## src/rtl/ifu_fetch_ctrl.sv

```systemverilog
// Fetch sequencer: owns the fetch PC, issues one I-cache request at a time and holds
// {pc, inst} for the IFU->IDU register, dropping responses made stale by a redirect.
module ifu_fetch_ctrl #(
   parameter int              PC_W   = 32,
   parameter int              INST_W = 32,
   parameter logic [PC_W-1:0] PC_RST = 32'h8000_0000
) (
   input  logic              clk,
   input  logic              rst,
   input  logic              redirect_valid,
   input  logic [PC_W-1:0]   redirect_pc,
   input  logic              stall,
   output logic              req_valid,
   input  logic              req_ready,
   output logic [PC_W-1:0]   req_addr,
   input  logic              rsp_valid,
   input  logic [INST_W-1:0] rsp_inst,
   output logic              out_valid,
   input  logic              out_ready,
   output logic [PC_W-1:0]   out_pc,
   output logic [INST_W-1:0] out_inst,
   output logic [31:0]       fetch_cnt,
   output logic [31:0]       kill_cnt
);

   typedef enum logic [1:0] {IDLE, REQ, WAIT, HOLD} state_t;

   state_t              state_q, state_d;
   logic [PC_W-1:0]     pc_q, pc_d;
   logic [PC_W-1:0]     pc_req_q;
   logic                kill_q, kill_d;
   logic [PC_W-1:0]     out_pc_q;
   logic [INST_W-1:0]   out_inst_q;
   logic [31:0]         fetch_cnt_q, kill_cnt_q;

   logic                req_hs;
   logic                rsp_take;
   logic                rsp_drop;
   logic                rsp_keep;
   logic                deliver;
   logic                req_enter;
   logic [PC_W-1:0]     redirect_tgt;

   assign redirect_tgt = {redirect_pc[PC_W-1:2], 2'b00};
   assign req_hs       = (state_q == REQ) && req_ready;
   assign rsp_take     = (state_q == WAIT) && rsp_valid;
   assign rsp_drop     = rsp_take && (kill_q || redirect_valid);
   assign rsp_keep     = rsp_take && !rsp_drop;
   // A redirect outranks delivery: the held instruction is wrong-path.
   assign deliver      = (state_q == HOLD) && out_ready && !stall && !redirect_valid;
   assign req_enter    = (state_d == REQ) && (state_q != REQ);

   always_ff @(posedge clk) begin
      if (rst) begin
         state_q <= IDLE;
      end else begin
         state_q <= state_d;
      end
   end

   always_comb begin
      state_d = state_q;
      case (state_q)
         IDLE: state_d = REQ;
         REQ:  if (req_hs) state_d = WAIT;
         WAIT: begin
            if (rsp_drop)      state_d = REQ;
            else if (rsp_keep) state_d = HOLD;
         end
         HOLD: if (redirect_valid || deliver) state_d = REQ;
         default: state_d = IDLE;
      endcase
   end

   always_comb begin
      req_valid = (state_q == REQ);
      out_valid = (state_q == HOLD);
   end

   always_comb begin
      pc_d = pc_q;
      if (redirect_valid)
         pc_d = redirect_tgt;
      else if (deliver)
         pc_d = pc_q + PC_W'(4);
   end

   // An address already presented (or accepted) cannot be retracted, so its response is marked stale.
   always_comb begin
      kill_d = kill_q;
      if (rsp_drop)
         kill_d = 1'b0;
      else if (redirect_valid && ((state_q == REQ) || (state_q == WAIT)))
         kill_d = 1'b1;
   end

   always_ff @(posedge clk) begin
      if (rst) begin
         pc_q        <= PC_RST;
         pc_req_q    <= PC_RST;
         kill_q      <= 1'b0;
         out_pc_q    <= '0;
         out_inst_q  <= '0;
         fetch_cnt_q <= '0;
         kill_cnt_q  <= '0;
      end else begin
         pc_q   <= pc_d;
         kill_q <= kill_d;
         if (req_enter)
            pc_req_q <= pc_d;
         if (rsp_keep) begin
            out_pc_q   <= pc_req_q;
            out_inst_q <= rsp_inst;
         end
         if (deliver)
            fetch_cnt_q <= fetch_cnt_q + 32'd1;
         if (rsp_drop)
            kill_cnt_q <= kill_cnt_q + 32'd1;
      end
   end

   assign req_addr  = pc_req_q;
   assign out_pc    = out_pc_q;
   assign out_inst  = out_inst_q;
   assign fetch_cnt = fetch_cnt_q;
   assign kill_cnt  = kill_cnt_q;

endmodule

```

## config.mk

```make
export PLATFORM = sky130hd
export DESIGN_NAME = ifu_fetch_ctrl
export DESIGN_NICKNAME = d
export VERILOG_FILES = /design/src/rtl/ifu_fetch_ctrl.sv
export SDC_FILE = /design/constraint.sdc
export NUM_CORES = 1
export LEC_CHECK = 0
export CAP_MARGIN = 40
export CORE_ASPECT_RATIO = 0.7
export CORE_MARGIN = 1.5
export CORE_UTILIZATION = 45
export DETAILED_ROUTE_END_ITERATION = 10
export DONT_BUFFER_PORTS = 1
export PLACE_DENSITY = 0.64
export SETUP_SLACK_MARGIN = 0.3
export SLEW_MARGIN = 20
export SYNTH_ARGS = -nofsm -noshare
export SYNTH_HDL_FRONTEND = slang
export SYNTH_SLANG_ARGS = --single-unit
```

## constraint.sdc

```tcl
create_clock -name clk -period 3.1 [get_ports clk]
set_clock_uncertainty 0.1 [all_clocks]
set_input_delay 0.31 -clock clk [delete_from_list [all_inputs] [get_ports clk]]
set_output_delay 0.31 -clock clk [all_outputs]
set_load 0.1 [all_outputs]
```

==> run metrics, run 1 <==
outcome complete, no violations; maximum number of pins on one net before global-route repair 128; Async S/R FF share, synth 0%; Mapped Avg Cell Area 8.33 sq um; dominant cell type by area after synthesis dfxtp_1; register area 3910 sq um; Tcrit/Tclk final 86.9%; max incr delay on CP 450 ps; fmax 0.371 GHz; # nets final 1287; Seq/Total Area, Yosys 47.7%; Setup Viol. Count Final 0; gpl congestion 0.768; commonest non-fill, non-tap cell in the layout nand2_1; utilization after layout 67.5%; TritonCTS Buffers 17; number of antenna diodes 0; vias in the first global route 7457; Longest Clk Path Bufs 2; number of clock sinks 195; Internal 3960 uW; Max VDD drop 0.306 mV; Congestion Overflow GR 0; Die Ht 116 um; Synth top area share 47.7%; Overall Global Routing Usage 26.3%; critical hold path startpoint redirect_pc[26]; Hold WC Path Type primary input to register; Critical Path, Cell by Cell ha_2 > and4bb_1 > buf_4 > nand4_1 > nor2_2 > nand4_1 > buf_4 > o21ai_0 > a21oi_1; max-slew violation count 0; floorplan row count 41; first-pass iteration count of the detailed router 6; Worst EP required 3300 ps; Flop pwr share 47.4%; reg2reg end fetch_cnt[21]; area of the multi-input gates 4030 sq um; dpl ws 508 ps; Worst Tran Pin Value 693 ps; Tot Pwr 5590 uW; Clock Power Share 39.9%; Slowest cell on crit path dfxtp_1; starting density of the core 45.7%; endpoint of the worst hold path pc_q[26]; CP Capture Type register; CP Max Fanout 8; Boundary Pins 233; Synth Register Bits 195; switch share 29.2%; final hold viol count 0; Vias 7757; DRT Wirelength 25300 um; Levels on crit path 9; layout cell share with drive strength beyond 1 19.5%; Root Buffer clkbuf_16; Syn Inst Count 983; EDFF count, synth 0; Pleak 0.00477 uW; fin cells 1457; RR Startpoint state_q[0]; remaining antenna violation count 0; Routed wire per std cell 17.3 um; RSZ-0062 raised after global routing false; Pwr Density 463 nW/um^2; most frequent cells in the layout nand2_1 (194), dfxtp_1 (191), a21oi_1 (93); die area 19000 sq um; number of I/O port buffers 0; initial antenna violation count 0; setup ws final 406 ps; worst skew pair latency 430 ps; number of fill cells 1364; WP buf/inv 2; synthesized area 8190 sq um; Avg Vias per Cell 5.32; Register-to-Register Path Depth 9; Netlist cell types 52; Syn. warnings 0; Synth-to-Final Area Change 47.5%; setup TNS 0 ps; hold depth 2; Core Box Area 17900 sq um; worst reg-to-reg setup slack 410 ps; startpoint types register; top post-synthesis cells by area dfxtp_1 (48%), nand2_1 (8.9%), a21oi_1 (5.7%), xor2_1 (4.7%), nor2_1 (4.2%); Largest delay share family, worst path simple AND/OR/NAND/NOR gates; Max-Cap Viols 0; DRC errors left 0; combinational power share 12.7%; Psw 1630 uW; CTS tree built; syn nets 1062; HPWL after DPL 16500 um; WP data arrival 2900 ps; clk slew on worst S/H paths 80 ps; minimum clock period 2690 ps; H-tree Lvls 4; placed insts 1334; slew margin rel. 53.8%; first-pass GRT wire length 39000 um; Synth Flop Type dfxtp_1; critical path type register to register; Die Width 164 um; Initial DRC Count 593
per-layer routing:
metal / up-vias / GRT usage (%) / part of all wire (%)
met1: 3641 / 33.2 / 44
met5: - / 0 / 0
li1: 3788 / - / -
met4: 0 / 8.48 / 2.0
met2: 288 / 43.0 / 46
met3: 40 / 8.09 / 7.4
flip-flops by register name, summed over array words and instances, names as in the netlist:
register   count
kill_cnt      32
state_q        2
fetch_cnt     32
req_addr      32
kill_q         1
pc_q          32
out_inst      32
out_pc        32
through the flow:
step / cell area [sq um] / hold slack (ps)
after floorplan: 8200 / 310
after global placement: 8890 / 287
after detailed placement: 10500 / 288
after CTS: 12000 / 1.70
after global routing: 12100 / 4.89
final: 12100 / 24.4
power by group through the flow:
stage,Combinational [uW],Sequential [uW],Clock (uW)
finish,712,2650,2230
global route,747,2660,2360
CTS,706,2650,2260
detailed placement,618,2710,0
global placement,266,2930,0
floorplan,209,2940,0
synthesized netlist by cell type, types with 3 or more instances:
| library cell | count |
|---|---|
| buf_1 | 7 |
| o211a_1 | 4 |
| clkbuf_1 | 44 |
| mux2i_1 | 8 |
| a21o_1 | 4 |
| nor3_2 | 4 |
| o41ai_2 | 4 |
| buf_2 | 5 |
| o21ai_0 | 27 |
| nand3_1 | 42 |
| ha_1 | 8 |
| o21a_1 | 3 |
| nor2b_1 | 3 |
| nor2_1 | 91 |
| xnor2_1 | 34 |
| a21oi_1 | 93 |
| nand2_1 | 194 |
| dfxtp_1 | 195 |
| o41ai_1 | 3 |
| xor2_1 | 44 |
| and4_1 | 12 |
| nand4_1 | 28 |
| and2_1 | 19 |
| and3_1 | 18 |
| nor3_1 | 22 |
| inv_1 | 15 |
| nand2b_1 | 3 |
| a211oi_1 | 4 |
| or3_1 | 13 |
what timing repair did:
| item | 4_1_cts | 5_1_grt |
|---|---|---|
| buffers inserted | 0 | 1 |
| hold buffers | 89 | 0 |
| gates resized for setup | 0 | 4 |
| setup endpoints to repair | 0 | 8 |
| endpoints found under the hold margin | 172 | 0 |
cell type report:
cell class / count / area share (%)
clock buffers: 17 / 3.52
well taps: 236 / 2.45
clock inverters: 15 / 1.43
repair buffers: 263 / 26.4
flip-flops and latches: 195 / 32.4
inverters: 15 / 0.466
multi-input cells: 716 / 33.3
cells by family (layout without fill, tap and decap cells):
logic type                 count (synthesis)  count (layout)  synth area share (%)
AOI/OAI and AO/OA                        151             151                  10.8
adders and majority gates                  8               8                  1.22
xor gates and xnor gates                  78              78                  8.34
DFF                                      195             195                  47.7
buffers and inverters                     72             310                  3.50
muxes                                      8               8                 0.978
and+or+nand+nor                          471             471                  27.5
how the worst max path moves through the flow:
stage / to / from
after detailed placement: fetch_cnt[21] / state_q[1]
after floorplan: kill_cnt[25] / kill_cnt[15]
after CTS: kill_cnt[10] / state_q[0]
after global placement: req_addr[25] / state_q[1]
final: fetch_cnt[21] / state_q[0]
after global routing: fetch_cnt[21] / state_q[0]
Power figures use the tool's default switching activity.
==> inputs of run 2 (changes only) <==
- ABC_AREA: unset -> 1
==> run 2 against run 1 <==
Against the previous run:
- routed wire length rose by 20%
- power rose by 6.5%
- synthesized cell count rose by 41%
- non-clock buffer count fell by 33
==> run metrics, run 2 <==
maximum number of pins on one net before global-route repair 77; number of I/O port buffers 0; Critical Path, Cell by Cell ha_1 > nand2_1 > inv_1 > nand2_2 > o211ai_1 > nand3_1 > a21boi_4 > buf_4 > nand2_1 > nand2_1 > nor2_1; gpl congestion 0.879; Congestion Overflow GR 0; CP Max Fanout 19; CP Capture Type register; crit path from state_q[1]; Synth Flop Type dfxtp_1; Largest delay share family, worst path simple AND/OR/NAND/NOR gates; Pleak 0.00532 uW; DRC errors left 0; Initial DRC Count 774; RR Startpoint state_q[1]; top cells by count, synth nand2_1 (312), nor2_1 (244), dfxtp_1 (195); die area 21200 sq um; startpoint types register; # nets final 1663; fmax 0.392 GHz; Vias 9595; max incr delay on CP 460 ps; minimum clock period 2550 ps; initial antenna violation count 1; dominant cell type by area after synthesis dfxtp_1; Mapped Avg Cell Area 6.59 sq um; outcome complete, no violations; layout cell share with drive strength beyond 1 13.7%; worst skew pair latency 440 ps; WP buf/inv 2; final hold viol count 0; most frequent cells in the layout nand2_1 (312), nor2_1 (244), dfxtp_1 (195); placed insts 1777; Max VDD drop 0.379 mV; critical path type register to register; Avg Vias per Cell 5.14; WP data arrival 2780 ps; DRT Wirelength 30300 um; setup TNS 0 ps; first-pass iteration count of the detailed router 5; Syn. warnings 0; RSZ-0062 raised after global routing true; Core Box Area 19900 sq um; Synth Register Bits 195; HPWL after DPL 21400 um; Register-to-Register Path Depth 11; Setup Viol. Count Final 0; floorplan row count 43; Longest Clk Path Bufs 2; H-tree Lvls 4; Boundary Pins 233; Seq/Total Area, Yosys 42.7%; Slowest cell on crit path dfxtp_1; max-slew violation count 0; slew margin rel. 51.4%; CTS tree built; Tot Pwr 5960 uW; Root Buffer clkbuf_16; Hold WC Path Type primary input to register; reg2reg end req_addr[7]; Worst path most repeated cell nand2_1; worst reg-to-reg setup slack 550 ps; Async S/R FF share, synth 0%; Worst Setup EP req_addr[7]; top post-synthesis cells by area dfxtp_1 (43%), nand2_1 (13%), nor2_1 (10%), o21ai_0 (6.5%), inv_1 (6.4%); Levels on crit path 11; Synth top area share 42.7%; Synth-to-Final Area Change 37.5%; Pwr Density 474 nW/um^2; most numerous cell in the Yosys netlist nand2_1; dpl cell area 11400 sq um; starting density of the core 46.1%; Syn Inst Count 1387; Routed wire per std cell 16.2 um; EDFF count, synth 0; first-pass GRT wire length 47600 um; number of clock sinks 195; Max-Cap Viols 0; Overall Global Routing Usage 28.6%; Tcrit/Tclk final 82.2%; remaining antenna violation count 0; syn nets 1466; TritonCTS Buffers 17; Worst EP required 3330 ps; commonest non-fill, non-tap cell in the layout nand2_1; clk slew on worst S/H paths 70 ps; utilization after layout 63.3%; final instance area 12600 sq um; synthesized area 9150 sq um; Die Width 173 um; Worst Tran Pin Value 722 ps; fin cells 1867; Netlist cell types 33; Die Ht 122 um; vias in the first global route 8928; post-CTS setup buffer count 0
## run 2: repair_timing
item | in CTS | in global routing
resized for setup | 0 | 1
hold buffers | 57 | 0
hold endpoints to repair | 109 | 0
setup endpoints to repair | 0 | 2
## run 2: stage by stage
step | hold WS, ps | setup WS, ps
2_1_floorplan | 319 | 604
3_3_place_gp | 287 | 574
3_5_place_dp | 289 | 551
4_1_cts | 6.11 | 528
5_1_grt | 38.2 | 298
6_report | 25.7 | 552
## run 2: layer usage
| metal | GRT usage [%] | wire [um] |
|---|---|---|
| met1 | 38.6 | 14000 |
| met2 | 44.3 | 13200 |
| met3 | 7.90 | 2400 |
| met4 | 9.62 | 757 |
| met5 | 0 | 0 |
## run 2: final cells by class
cell class / count / area, sq um
multi-input cells: 984 / 4450
inverters: 156 / 589
clock buffers: 22 / 474
diodes: 1 / 2.50
clock inverters: 9 / 93.8
repair buffers: 230 / 2720
fillers: 1769 / 7280
flip-flops and latches: 195 / 3900
well taps: 270 / 338
## run 2: how the worst min path moves through the flow
stage | from | slack (ps) | to | cells after the start
floorplan | pc_q[1] | 320 | pc_q[1] | 2
global placement | rst | 290 | fetch_cnt[11] | 1
detailed placement | rst | 290 | fetch_cnt[25] | 1
CTS | redirect_valid | 6 | pc_q[15] | 2
global route | redirect_valid | 40 | pc_q[15] | 2
finish | redirect_valid | 30 | pc_q[15] | 2
## run 2: cell families (layout without fill, tap and decap cells)
| group | count (synthesis) | count (layout) | share of synthesized area (%) |
|---|---|---|---|
| buffers and inverters | 208 | 417 | 8.77 |
| AND/OR/NAND/NOR | 731 | 731 | 33.3 |
| XOR/XNOR | 9 | 9 | 0.862 |
| other | 0 | 1 | 0 |
| AO/OA/AOI/OAI | 236 | 236 | 13.3 |
| adder cells (fa/ha/maj) | 8 | 8 | 1.09 |
| flip-flops | 195 | 195 | 42.7 |
## run 2: worst register-to-register path, stage by stage, from the launching register on
cell and delay [ps]:
dfxtp_1 460, ha_1 240, nand2_1 110, inv_1 100
nand2_2 240, o211ai_1 190, nand3_1 160, a21boi_4 340
buf_4 300, nand2_1 90, nand2_1 90, nor2_1 40
## run 2: where the power goes
group	switching (uW)	internal, uW
Sequential	107	2590
Combinational	726	350
Clock	1010	1180
